--- config.mk ---
export PLATFORM = sky130hd
export DESIGN_NAME = fetch_stage_flat
export DESIGN_NICKNAME = d
export VERILOG_FILES = /design/src/rtl/mips_pkg.sv /design/src/rtl/fetch_stage_if.sv /design/src/rtl/fetch_buf.sv /design/src/rtl/fetch_stage.sv /design/src/flat_wrapper.sv
export SDC_FILE = /design/constraint.sdc
export NUM_CORES = 1
export LEC_CHECK = 0
export CAP_MARGIN = 10
export CELL_PAD_IN_SITES_DETAIL_PLACEMENT = 1
export CELL_PAD_IN_SITES_GLOBAL_PLACEMENT = 2
export CORE_MARGIN = 2
export CORE_UTILIZATION = 32
export DETAILED_ROUTE_END_ITERATION = 8
export HOLD_SLACK_MARGIN = 0.1
export PLACE_DENSITY = 0.87
export SYNTH_ARGS = -nofsm -noshare
export SYNTH_HDL_FRONTEND = slang
export SYNTH_SLANG_ARGS = --single-unit
--- constraint.sdc ---
create_clock -name clk -period 6.6 [get_ports clk]
set_input_delay 0.66 -clock clk [delete_from_list [all_inputs] [get_ports clk]]
set_output_delay 0.66 -clock clk [all_outputs]
set_load 0.01 [all_outputs]
--- src/rtl/mips_pkg.sv ---
// Shared types and constants for the MIPS fetch front end.
package mips_pkg;

   localparam logic [31:0] NOP_INST         = 32'h0000_0000;
   localparam logic [31:0] DEFAULT_RESET_PC = 32'h0000_0000;

   typedef enum logic [1:0] {
      IDLE,
      REQ,
      WAIT
   } fetch_state_t;

   typedef struct packed {
      logic [31:0] inst;
      logic [31:0] npc;
   } fetch_entry_t;

endpackage

--- src/rtl/fetch_stage_if.sv ---
// Instruction-memory request/response channel between fetch_stage and imem.
interface fetch_stage_if;

   logic        imem_req;
   logic [31:0] imem_addr;
   logic        imem_ready;
   logic        imem_rvalid;
   logic [31:0] imem_rdata;

   modport master (
      output imem_req,
      output imem_addr,
      input  imem_ready,
      input  imem_rvalid,
      input  imem_rdata
   );

   modport slave (
      input  imem_req,
      input  imem_addr,
      output imem_ready,
      output imem_rvalid,
      output imem_rdata
   );

endinterface

--- src/rtl/fetch_buf.sv ---
// Two-entry in-order buffer of fetched {inst, npc}; flush beats push and pop.
module fetch_buf
   import mips_pkg::*;
(
   input  logic         clk,
   input  logic         clr,
   input  logic         push_i,
   input  logic         pop_i,
   input  logic         flush_i,
   input  fetch_entry_t push_data_i,
   output logic [1:0]   count_o,
   output fetch_entry_t head_o
);

   fetch_entry_t e0_q, e0_d, e1_q, e1_d;
   logic [1:0]   count_q, count_d;
   logic         push_ok, pop_ok;

   always_comb begin
      pop_ok  = pop_i && (count_q != 2'd0);
      push_ok = push_i && ((count_q != 2'd2) || pop_ok);
      e0_d    = e0_q;
      e1_d    = e1_q;
      count_d = count_q;
      if (flush_i) begin
         count_d = 2'd0;
      end else begin
         if (pop_ok) e0_d = e1_q;
         if (push_ok) begin
            // New entry lands directly behind whatever survives the pop.
            if ((count_q == 2'd0) || ((count_q == 2'd1) && pop_ok)) e0_d = push_data_i;
            else                                                      e1_d = push_data_i;
         end
         count_d = count_q + {1'b0, push_ok} - {1'b0, pop_ok};
      end
   end

   always_ff @(posedge clk or posedge clr) begin
      if (clr) begin
         e0_q    <= '0;
         e1_q    <= '0;
         count_q <= 2'd0;
      end else begin
         e0_q    <= e0_d;
         e1_q    <= e1_d;
         count_q <= count_d;
      end
   end

   assign count_o = count_q;
   assign head_o  = e0_q;

endmodule

--- src/rtl/fetch_stage.sv ---
// Instruction fetch: PC, single-outstanding imem requests, 2-entry return buffer.
// Optional FETCH_PERF_EN adds perf_fetched / perf_discarded counters.
module fetch_stage
   import mips_pkg::*;
#(
   parameter logic [31:0] RESET_PC = DEFAULT_RESET_PC
) (
   input  logic          clk,
   input  logic          clr,
   input  logic          StallF,
   input  logic          PCSrcD,
   input  logic [31:0]   PCBranchD,
   fetch_stage_if.master imem,
   output logic [31:0]   inst_F,
   output logic [31:0]   NPC_F,
   output logic          valid_F
`ifdef FETCH_PERF_EN
   ,
   output logic [31:0]   perf_fetched,
   output logic [31:0]   perf_discarded
`endif
);

   fetch_state_t state_q, state_d;
   logic [31:0]  pc_q, pc_d, tag_q, tag_d, addr_q, addr_d;
   logic         req_q, req_d, discard_q, discard_d;
   logic [1:0]   count, count_nxt;
   fetch_entry_t head, push_data;
   logic         push, pop, accept, resp;

   always_comb begin
      accept    = (state_q == REQ) && imem.imem_ready;
      resp      = (state_q == WAIT) && imem.imem_rvalid;
      push      = resp && !discard_q && !PCSrcD;
      pop       = valid_F && !StallF;
      count_nxt = PCSrcD ? 2'd0 : count + {1'b0, push} - {1'b0, pop};
      push_data = '{inst: imem.imem_rdata, npc: tag_q};

      state_d   = state_q;
      pc_d      = PCSrcD ? PCBranchD : pc_q;
      tag_d     = tag_q;
      addr_d    = addr_q;
      req_d     = req_q;
      discard_d = discard_q;

      unique case (state_q)
         IDLE: begin
            if (count_nxt <= 2'd1) begin
               state_d = REQ;
               req_d   = 1'b1;
               addr_d  = pc_d;
            end
         end
         REQ: begin
            if (PCSrcD) discard_d = 1'b1;
            if (accept) begin
               state_d = WAIT;
               req_d   = 1'b0;
               tag_d   = addr_q + 32'd4;
               // A stale request (discard set) was not for pc_q, so pc_q must not advance.
               if (!PCSrcD && !discard_q) pc_d = pc_q + 32'd4;
            end
         end
         WAIT: begin
            if (resp) begin
               discard_d = 1'b0;
               if (count_nxt <= 2'd1) begin
                  state_d = REQ;
                  req_d   = 1'b1;
                  addr_d  = pc_d;
               end else begin
                  state_d = IDLE;
               end
            end else if (PCSrcD) begin
               discard_d = 1'b1;
            end
         end
         default: state_d = IDLE;
      endcase
   end

   always_ff @(posedge clk or posedge clr) begin
      if (clr) begin
         state_q   <= IDLE;
         pc_q      <= RESET_PC;
         tag_q     <= 32'h0;
         addr_q    <= 32'h0;
         req_q     <= 1'b0;
         discard_q <= 1'b0;
      end else begin
         state_q   <= state_d;
         pc_q      <= pc_d;
         tag_q     <= tag_d;
         addr_q    <= addr_d;
         req_q     <= req_d;
         discard_q <= discard_d;
      end
   end

   fetch_buf u_buf (
      .clk         (clk),
      .clr         (clr),
      .push_i      (push),
      .pop_i       (pop),
      .flush_i     (PCSrcD),
      .push_data_i (push_data),
      .count_o     (count),
      .head_o      (head)
   );

   assign imem.imem_req  = req_q;
   assign imem.imem_addr = addr_q;
   assign valid_F        = (count != 2'd0);
   assign inst_F         = valid_F ? head.inst : NOP_INST;
   assign NPC_F          = valid_F ? head.npc : 32'h0;

`ifdef FETCH_PERF_EN
   logic [31:0] fetched_q, fetched_d, discarded_q, discarded_d;
   logic        dropped;

   always_comb begin
      dropped     = resp && (discard_q || PCSrcD);
      fetched_d   = fetched_q + {31'd0, push};
      discarded_d = discarded_q + {31'd0, dropped} + (PCSrcD ? {30'd0, count} : 32'd0);
   end

   always_ff @(posedge clk or posedge clr) begin
      if (clr) begin
         fetched_q   <= 32'h0;
         discarded_q <= 32'h0;
      end else begin
         fetched_q   <= fetched_d;
         discarded_q <= discarded_d;
      end
   end

   assign perf_fetched   = fetched_q;
   assign perf_discarded = discarded_q;
`endif

endmodule

--- src/flat_wrapper.sv ---
// flat-port wrapper written by rule: the top's interface ports become plain ports
module fetch_stage_flat import mips_pkg::*;
#(
   parameter logic [31:0] RESET_PC = DEFAULT_RESET_PC
)
  (clk, clr, StallF, PCSrcD, PCBranchD, inst_F, NPC_F, valid_F, imem_imem_req, imem_imem_addr, imem_imem_ready, imem_imem_rvalid, imem_imem_rdata);
  fetch_stage_if imem_i ();
  input  logic clk;
  input  logic clr;
  input  logic StallF;
  input  logic PCSrcD;
  input  logic [31:0] PCBranchD;
  output logic [31:0] inst_F;
  output logic [31:0] NPC_F;
  output logic valid_F;
  output wire logic [$bits(imem_i.imem_req)-1:0] imem_imem_req;
  output wire logic [$bits(imem_i.imem_addr)-1:0] imem_imem_addr;
  input wire logic [$bits(imem_i.imem_ready)-1:0] imem_imem_ready;
  input wire logic [$bits(imem_i.imem_rvalid)-1:0] imem_imem_rvalid;
  input wire logic [$bits(imem_i.imem_rdata)-1:0] imem_imem_rdata;
  assign imem_imem_req = imem_i.imem_req;
  assign imem_imem_addr = imem_i.imem_addr;
  assign imem_i.imem_ready = imem_imem_ready;
  assign imem_i.imem_rvalid = imem_imem_rvalid;
  assign imem_i.imem_rdata = imem_imem_rdata;
  fetch_stage #(.RESET_PC(RESET_PC)) u_core (.clk(clk), .clr(clr), .StallF(StallF), .PCSrcD(PCSrcD), .PCBranchD(PCBranchD), .imem(imem_i), .inst_F(inst_F), .NPC_F(NPC_F), .valid_F(valid_F));
endmodule
# Yosys cells after proc, flatten, opt, wreduce, memory -nomap -nowiden
# Index checks and enable logic that the tools add are counted.
[classes] n_reduce_logical=25 mux=26 n_addsub=6 eq_ne=7 n_lt_le_gt_ge=1 bitwise=2
[ops] operator="$mux 32" n=8
[ops] operator="$mux 64" n=3
[ops] operator="$add 32x3->32 const B" n=2
[ops] operator="$pmux 32 s2" n=1
[ops] operator="$mux 2" n=5
[ops] operator="$logic_and 1x1->1" n=9
[ops] operator="$reduce_and 3->1" n=3
[ops] operator="$mux 1" n=6
[ops] operator="$ne 2x1->1 const B" n=3
[ops] operator="$pmux 2 s3" n=1
[ops] operator="$reduce_bool 2->1" n=3
[ops] operator="$add 2x1->2" n=2
[ops] operator="$eq 2x1->1 const B" n=2
[ops] operator="$logic_not 2->1" n=2
[ops] operator="$reduce_and 2->1" n=2
[ops] operator="$sub 2x1->2" n=2
[ops] operator="$logic_not 1->1" n=3
[ops] operator="$pmux 1 s3" n=1
[ops] operator="$reduce_bool 3->1" n=1
[ops] operator="$eq 2x2->1 const B" n=1
[ops] operator="$le 2x1->1 const B" n=1
[ops] operator="$logic_or 1x1->1" n=2
[ops] operator="$ne 2x2->1 const B" n=1
[ops] operator="$not 1->1" n=2
[ops] operator="$pmux 1 s2" n=1
[totals] regBits=230 elab_cells=78 out_inout_bits=98 inputBits=70

# Longest topological paths before layout
# Gate-level depths: netlist of run 1.
[logic_depth] ltp_word=11 ltp_mapped=12 mapped_depth_nobuf=11

# Hierarchy
# From an unflattened synthesis of run 1, not the netlist that was laid out.
[unflattened] hier_cells=1079 hier_area_um2=11657.4
[by_module_without_submodules] mod="fetch_buf" n_inst=1 area_each_um2=5898.2 cells_per_inst=446 seq_area_each_um2=3253.1
[by_module_without_submodules] mod="fetch_stage" n_inst=1 area_each_um2=5759.3 cells_per_inst=633 seq_area_each_um2=2502.4

# Least setup slack after synthesis of run 1
# Ideal clock, no wire load.
[synth_timing] kind="input-to-reg" start="input port PCSrcD" end="register u_core.addr_q[11], in the netlist u_core.imem.imem_addr[11]" path_stages=9 required_ns=6.467 path_slack_ns=4.001 arrival_time_ns=2.466 n_path_buf=2 cell_sequence="buf_6 -> nor3_1 -> inv_1 -> ha_1 -> nor2b_1 -> xnor2_1 -> o21ai_1 -> clkbuf_1 -> o21ai_0"
[synth_between] elab_chain_len=9 elab_cells_between_ends=10 classes_between="2 x add/sub; 1 x order compare; 5 x mux; 2 x reduce/logical"
[synth_lines] item="start, declared" line_no="flat_wrapper.sv:11" rtl="input logic PCSrcD;"
[synth_lines] item="$logic_not 1->1" line_no="fetch_stage.sv:34" rtl="push = resp && !discard_q && !PCSrcD;"
[synth_lines] item="$logic_and 1x1->1" line_no="fetch_stage.sv:34"
[synth_lines] item="$add 2x1->2" line_no="fetch_stage.sv:36" rtl="count_nxt = PCSrcD ? 2'd0 : count + {1'b0, push} - {1'b0, pop};"
[synth_lines] item="$sub 2x1->2" line_no="fetch_stage.sv:36"
[synth_lines] item="$mux 2" line_no="fetch_stage.sv:36"
[synth_lines] item="$le 2x1->1" line_no="fetch_stage.sv:48, fetch_stage.sv:67"
[synth_lines] item="$mux 32 (*)" line_no="fetch_stage.sv:48, fetch_stage.sv:67"
[synth_lines] item="$mux 32" line_no="fetch_stage.sv:65" rtl="if (resp) begin"
[synth_lines] item="$pmux 32 s2 (*)" line_no="fetch_stage.sv:46" rtl="unique case (state_q)"
[synth_lines] item="end signal, assigned" line_no="fetch_stage.sv:94" rtl="addr_q <= addr_d;"
[synth_lines] item="end, declared" line_no="fetch_stage.sv:25" rtl="logic [31:0] pc_q, pc_d, tag_q, tag_d, addr_q, addr_d;"
# Every way passes the cells marked *; elsewhere a longest branch is shown, timed or not. The select of a mux whose other input is x is not followed.
# A chain may end at the register's enable or synchronous reset.

# Final worst setup path of run 1
[layout_timing] start="register u_core.u_buf.count_q[1], in the netlist u_core.u_buf.count_o[1]" end="output port NPC_F[26]"
[layout_between] elab_chain_len=2
[layout_lines] item="start, declared" line_no="fetch_buf.sv:16" rtl="logic [1:0] count_q, count_d;"
[layout_lines] item="start signal, assigned" line_no="fetch_buf.sv:46" rtl="count_q <= count_d;"
[layout_lines] item="$reduce_bool 2->1" line_no="fetch_stage.sv:113" rtl="assign valid_F = (count != 2'd0);"
[layout_lines] item="$mux 32" line_no="fetch_stage.sv:115" rtl="assign NPC_F = valid_F ? head.npc : 32'h0;"
[layout_lines] item="end, declared" line_no="flat_wrapper.sv:14" rtl="output logic [31:0] NPC_F;"
# No other way between the ends.

==> results.yml, run 1 <==
status:
  result_of_the_run: "finished clean"
floorplanning:
  start_util: 0.326
  core_area_um2: 33600
  die-height_um: 189
  pin_count: 168
  die_extent_in_x_um: 189
  floorplan.rows: 67
  fp.dieArea_um2: 35800
clock_tree:
  clk_transition_reported_paths_ps: 60
  post_cts_resize_count: 0
  postCtsSetupBuffers: 0
  clk-insertion-delay-late_ps: 530
  cts_inserted_buffers: 27
  clock_sinks: 230
  clock_tree.root_cell: "clkbuf_16"
  postCtsHoldBufs: 0
  number_of_levels_in_the_clock_h_tree: 1
  clock_tree.buffer_depth: 3
  tritoncts_clock_tree: "yes"
worst_hold_path:
  timing.hold.worst.class: "reg2reg"
synth:
  ys_warns: 0
  yosys.area.top_type: "dfrtp_1"
  synth_flop_cell: "dfrtp_1"
  synthesis.area_um2: 11000
  synth_edf_count: 0
  flop_and_latch_count_out_of_synthesis: 230
  yosysTopAreaCellShare: 0.524
  synth-async-reset-ratio: 1.00
  synth.top_cells.by_area: "dfrtp_1, mux2_2, o221a_2"
  synth_sequential_area_ratio: 0.524
  post_synthesis_instance_total: 995
  mappedNetlistNets: 1075
  post_synth.cell_area_avg_um2: 11.0
  netlist-cell-type-count: 48
placement:
  dpl.cell_count: 1555
  place_area_um2: 13100
  gp_congestion: 0.812
  preCtsSetupSlack_ps: 2580
  detailed_place_hpwl_um: 20000
  portBuffers: 167
global_route:
  antenna_found_initial: 0
  grt_pass1_wl_um: 49300
  grt_overflow: 0
  grt_util_all_layers: 0.169
  grt_pass1_vias: 8549
  grt_max_degree: 191
drt:
  route.detailed.drc: 0
  wl_um: 30100
  drt.antenna.violating_nets: 0
  detail_route.vias_per_cell: 5.08
  drt_first_pass_iters: 5
  num_vias: 8145
  drt_iter0_markers: 389
  wl_per_cell_um: 18.8
setup_path:
  worstSetupStartpointType: "register"
  critPathArrivalTime_ps: 2540
  endpoint_kind: "output pin"
  worst-path-max-fanout: 65
  worst_ep_required_time_ps: 5940
  criticalPathCategory: "reg2out"
sta:
  final.min_clock_period_ps: 3200
  relSlewSlack: 0.140
  timing_max_transition_violations_final: 0
  final.setup.worst_slack_ps: 3400
  setup_total_neg_slack_ps: 0
  timing_worst_slew_pin_value_ps: 1280
  rsz0062_at_grt: "no"
  report.final.setup_viol: 0
  hold_violations: 0
  worst_skew_ps: 7.87
  max_freq_mhz: 312
  timing.final.crit_share: 0.486
finish:
  area_grow_syn2layout_pct: 27.0
  n_antenna_cell: 0
  share_of_cells_above_drive_strength_1: 0.227
  layout.filler_cells: 3632
  nNetsFinal: 1217
  final_cells: 1604
  post-route-cell-area_um2: 13900
pwr:
  power.leakage_nw: 5.82
  power_density_nw_per_um2: 427
  vdd_drop_max_uv: 221
flow_run:
  maxCapViolations: 0
sequential cells by signal (all words and copies together), names as in the netlist:
register / count
u_core.discard_q: 1
u_core.pc_q: 32
u_core.state_q: 2
u_core.u_buf.e1_q: 64
u_core.imem.imem_req: 1
u_core.u_buf.count_o: 2
u_core.tag_q: 32
u_core.imem.imem_addr: 32
u_core.u_buf.head_o: 64
cells in the mapped netlist, types with 2 or more instances:
| cell type | n |
|---|---|
| nor2_1 | 23 |
| ha_1 | 10 |
| o221a_2 | 64 |
| and4_1 | 5 |
| buf_1 | 6 |
| nand4_1 | 19 |
| or2_2 | 64 |
| nand2_1 | 93 |
| dfrtp_1 | 230 |
| inv_1 | 24 |
| a221oi_1 | 9 |
| clkbuf_1 | 48 |
| and2_1 | 68 |
| nor3_1 | 12 |
| or4_4 | 2 |
| a21oi_1 | 6 |
| nand3_1 | 27 |
| and3_1 | 9 |
| buf_2 | 7 |
| a21boi_0 | 12 |
| nor4_1 | 7 |
| mux2_2 | 73 |
| xor2_1 | 28 |
| a211oi_1 | 7 |
| xnor2_1 | 16 |
| nor2b_1 | 3 |
| o21ai_0 | 73 |
| or4_1 | 3 |
| mux2i_1 | 18 |
| buf_6 | 2 |
| o22ai_1 | 4 |
| nor4b_1 | 2 |
| a311oi_1 | 6 |
per-layer routing:
metal | vias up | part of all wire | track usage
met4 | 0 | 0.014 | 0.0325
met5 | - | 0 | 0
li1 | 3837 | - | -
met1 | 4096 | 0.48 | 0.239
met2 | 181 | 0.46 | 0.276
met3 | 31 | 0.044 | 0.0245
critical path, cell delays in order (launching register included):
cell,delay [ps]
dfrtp_1,480
nor2_1,150
inv_1,80
buf_4,470
and2_1,210
clkdlybuf4s50_1,600
stage by stage:
step            util  hold WS, ps  power [mW]
2_1_floorplan      -          459        3.44
3_5_place_dp   0.388          484        4.53
5_1_grt        0.415          529        6.36
6_report       0.415          492        5.96
4_1_cts        0.414          497        6.04
3_3_place_gp   0.388          473        4.43
where the power goes:
part | internal [mW] | switching [mW]
Sequential | 1.88 | 0.425
Combinational | 1.17 | 1.02
Clock | 0.883 | 0.588
cells by family (layout without fill, tap and decap cells):
logic type,Yosys count,after routing,synth area share
AOI/OAI and AO/OA,188,188,0.134
and+or+nand+nor,345,345,0.172
muxes,91,91,0.0913
buffers and inverters,87,248,0.0319
DFF,230,230,0.524
xor gates and xnor gates,44,44,0.0351
adders and majority gates,10,10,0.0114
worst paths after layout:
path	startpoint	end	slack [ps]	cells after the start
worst max-delay path	u_core.u_buf.count_o[1]	NPC_F[26]	3400	5
worst min-delay path	u_core.tag_q[6]	u_core.tag_q[6]	490	2
worst max register to register	u_core.state_q[0]	u_core.state_q[1]	3530	11
worst min register to register	u_core.tag_q[6]	u_core.tag_q[6]	490	2
max in group asynchronous	clr	u_core.u_buf.head_o[29]	4400	3
min in group asynchronous	clr	u_core.pc_q[4]	710	2
cell usage in the layout (no fill, tap or decap), drive strengths merged, types with 2 or more instances in the layout:
| master | n |
|---|---|
| clkinv | 5 |
| nand2 | 93 |
| a21boi | 12 |
| clkinvlp | 2 |
| nor3 | 13 |
| a21oi | 7 |
| dfrtp | 230 |
| xor2 | 28 |
| or2 | 64 |
| buf | 10 |
| mux2 | 73 |
| o22ai | 4 |
| ha | 10 |
| nor4b | 2 |
| nor4 | 7 |
| clkdlybuf4s50 | 166 |
| nor2 | 23 |
| or4 | 5 |
| a311oi | 6 |
| o221a | 65 |
| nand4bb | 2 |
| inv | 23 |
| xnor2 | 16 |
| a211oi | 7 |
| clkbuf | 40 |
| nand4 | 19 |
| a221oi | 9 |
| o21ai | 74 |
| and4 | 5 |
| and3 | 9 |
| nand3 | 27 |
| bufinv | 2 |
| mux2i | 18 |
| nor2b | 3 |
| and2 | 68 |
final cells by class:
cell class | instances | area, um^2 | share of cell area
tap | 448 | 561 | 0.0402
sequential | 230 | 5760 | 0.413
inverter | 24 | 93.8 | 0.00673
multi-input combinational | 678 | 4900 | 0.352
timing repair buffer | 176 | 1760 | 0.126
clock buffer | 40 | 774 | 0.0556
clock inverter | 8 | 92.6 | 0.00664
Note: power is estimated with default switching activity, not from simulation.
==> inputs of run 2 (changes only) <==
clock period = 2.7 ns   (was 6.6 ns; I/O delays follow)
==> run 2 against run 1 <==
Sequential share of layout area fell by 1.1 points. Clock-buffer cell count fell by 1. Via count rose by 1.5%. Combinational power rose to 2.5 times the previous value. Utilization rose by 1.1 points. Hold slack got worse by 260 ps. Final cell count rose by 1.8%. First-iteration DRC count rose by 7.2%. Cell area rose by 2.7%. Total power rose to 2.5 times the previous value. Largest power group unchanged.
==> results.yml, run 2 (synthesized netlist as in run 1, its figures left out) <==
pwr:
  p_total_mw: 15.0
  power_density_nw_per_um2: 1050
  power.leakage_nw: 6.01
  vdd_drop_max_uv: 580
drt:
  drt.antenna.violating_nets: 0
  drt_first_pass_iters: 4
  detail_route.vias_per_cell: 5.06
  wl_um: 30200
  wl_per_cell_um: 18.5
  num_vias: 8264
  drt_iter0_markers: 417
  route.detailed.drc: 0
clock_tree:
  tritoncts_clock_tree: "yes"
  clk-insertion-delay-late_ps: 540
  clock_tree.buffer_depth: 3
  cts_inserted_buffers: 28
  clock_sinks: 230
  clock_tree.root_cell: "clkbuf_16"
  number_of_levels_in_the_clock_h_tree: 1
  postCtsSetupBuffers: 0
  clk_transition_reported_paths_ps: 60
  postCtsHoldBufs: 0
finish:
  layout_commonest_cell: "dfrtp_1"
  mostFrequentLayoutCells: "dfrtp_1, clkdlybuf4s50_1, nand2_1, mux2_2, o21ai_0"
  share_of_cells_above_drive_strength_1: 0.249
  n_antenna_cell: 0
  post-route-cell-area_um2: 14300
  area_grow_syn2layout_pct: 30.4
  nNetsFinal: 1244
  final_core_util: 0.426
  final_cells: 1633
sta:
  timing_max_transition_violations_final: 0
  final.min_clock_period_ps: 2550
  final.setup.worst_slack_ps: 154
  timing_worst_slew_pin_value_ps: 696
  max_freq_mhz: 393
  relSlewSlack: 0.536
  rsz0062_at_grt: "no"
  finalHoldWorstSlack_ps: 237
  hold_violations: 0
  report.final.setup_viol: 0
  timing.final.crit_share: 0.943
  setup_total_neg_slack_ps: 0
  worst_skew_ps: 16.1
setup_path:
  worstSetupStartpointType: "register"
  timing.reg2reg.setup_slack_ps: 150
  endpoint_kind: "output pin"
  r2r.worst_path.cells: 11
  worst_r2r_startpoint: "u_core.state_q[0]"
  criticalPathCategory: "reg2out"
  critPathArrivalTime_ps: 2280
  worst-path-max-fanout: 65
  worst_ep_required_time_ps: 2430
  crit-reg2reg-capture: "u_core.state_q[1]"
placement:
  detailed_place_hpwl_um: 20600
  gp_congestion: 0.845
  place_area_um2: 13300
  dpl.cell_count: 1582
  preCtsSetupSlack_ps: -62.8
  portBuffers: 167
global_route:
  grt_util_all_layers: 0.169
  grt_pass1_vias: 8707
  grt_overflow: 0
  grt_pass1_wl_um: 49000
  grt_max_degree: 107
  antenna_found_initial: 0
floorplanning:
  fp.dieArea_um2: 35800
  pin_count: 168
  floorplan.rows: 67
  die-height_um: 189
  die_extent_in_x_um: 189
  start_util: 0.326
  core_area_um2: 33600
flow_run:
  maxCapViolations: 0
worst_hold_path:
  timing.hold.worst.class: "in2async"
status:
  result_of_the_run: "finished clean"
## run 2: cell count changes in the layout (fill, tap and decap cells not counted), sizes merged
cell and delta:
clkbuf -1, bufinv +2, clkinvlp +1, buf +26, clkinv +1
## run 2: how the worst max path moves through the flow
stage / start / endpoint / cells after the start
after floorplan: clr / u_core.discard_q / 1
after global placement: imem_imem_rvalid / u_core.state_q[1] / 10
after detailed placement: imem_imem_rvalid / u_core.state_q[1] / 10
after CTS: u_core.state_q[0] / u_core.state_q[1] / 11
after global routing: u_core.state_q[0] / u_core.state_q[1] / 11
final: u_core.u_buf.count_o[1] / NPC_F[30] / 5
## run 2: what timing repair did
item	in CTS	in global routing
hold endpoints to repair	0	0
setup endpoints to repair	0	5
resized for setup	0	3
## run 2: critical path, stage by stage (launching register included)
cell             delay, ps
dfrtp_2                460
nor2_1                 220
inv_1                  110
buf_12                 200
and2_1                 190
clkdlybuf4s50_1        550
## run 2: metal layers
metal | GRT usage | part of all wire | up-vias
met2 | 0.268 | 0.45 | 196
li1 | - | - | 3893
met1 | 0.242 | 0.48 | 4128
met5 | 0 | 0 | -
met3 | 0.0250 | 0.050 | 47
met4 | 0.0448 | 0.022 | 0
## run 2: final cells by class
type	instances	area, um^2
multi-input cells	678	4920
clock inverters	12	165
flip-flops and latches	230	5760
repair buffers	202	2030
well taps	448	561
inverters	24	93.8
fillers	3588	19300
clock buffers	39	793
## run 2: where the power goes
part	switching [mW]	leakage (nW)	total [mW]	internal (mW)
Clock	1.48	0.467	3.90	2.42
Sequential	1.02	2.90	5.60	4.59
Combinational	2.55	2.64	5.53	2.98
Total	5.04	6.01	15.0	9.98
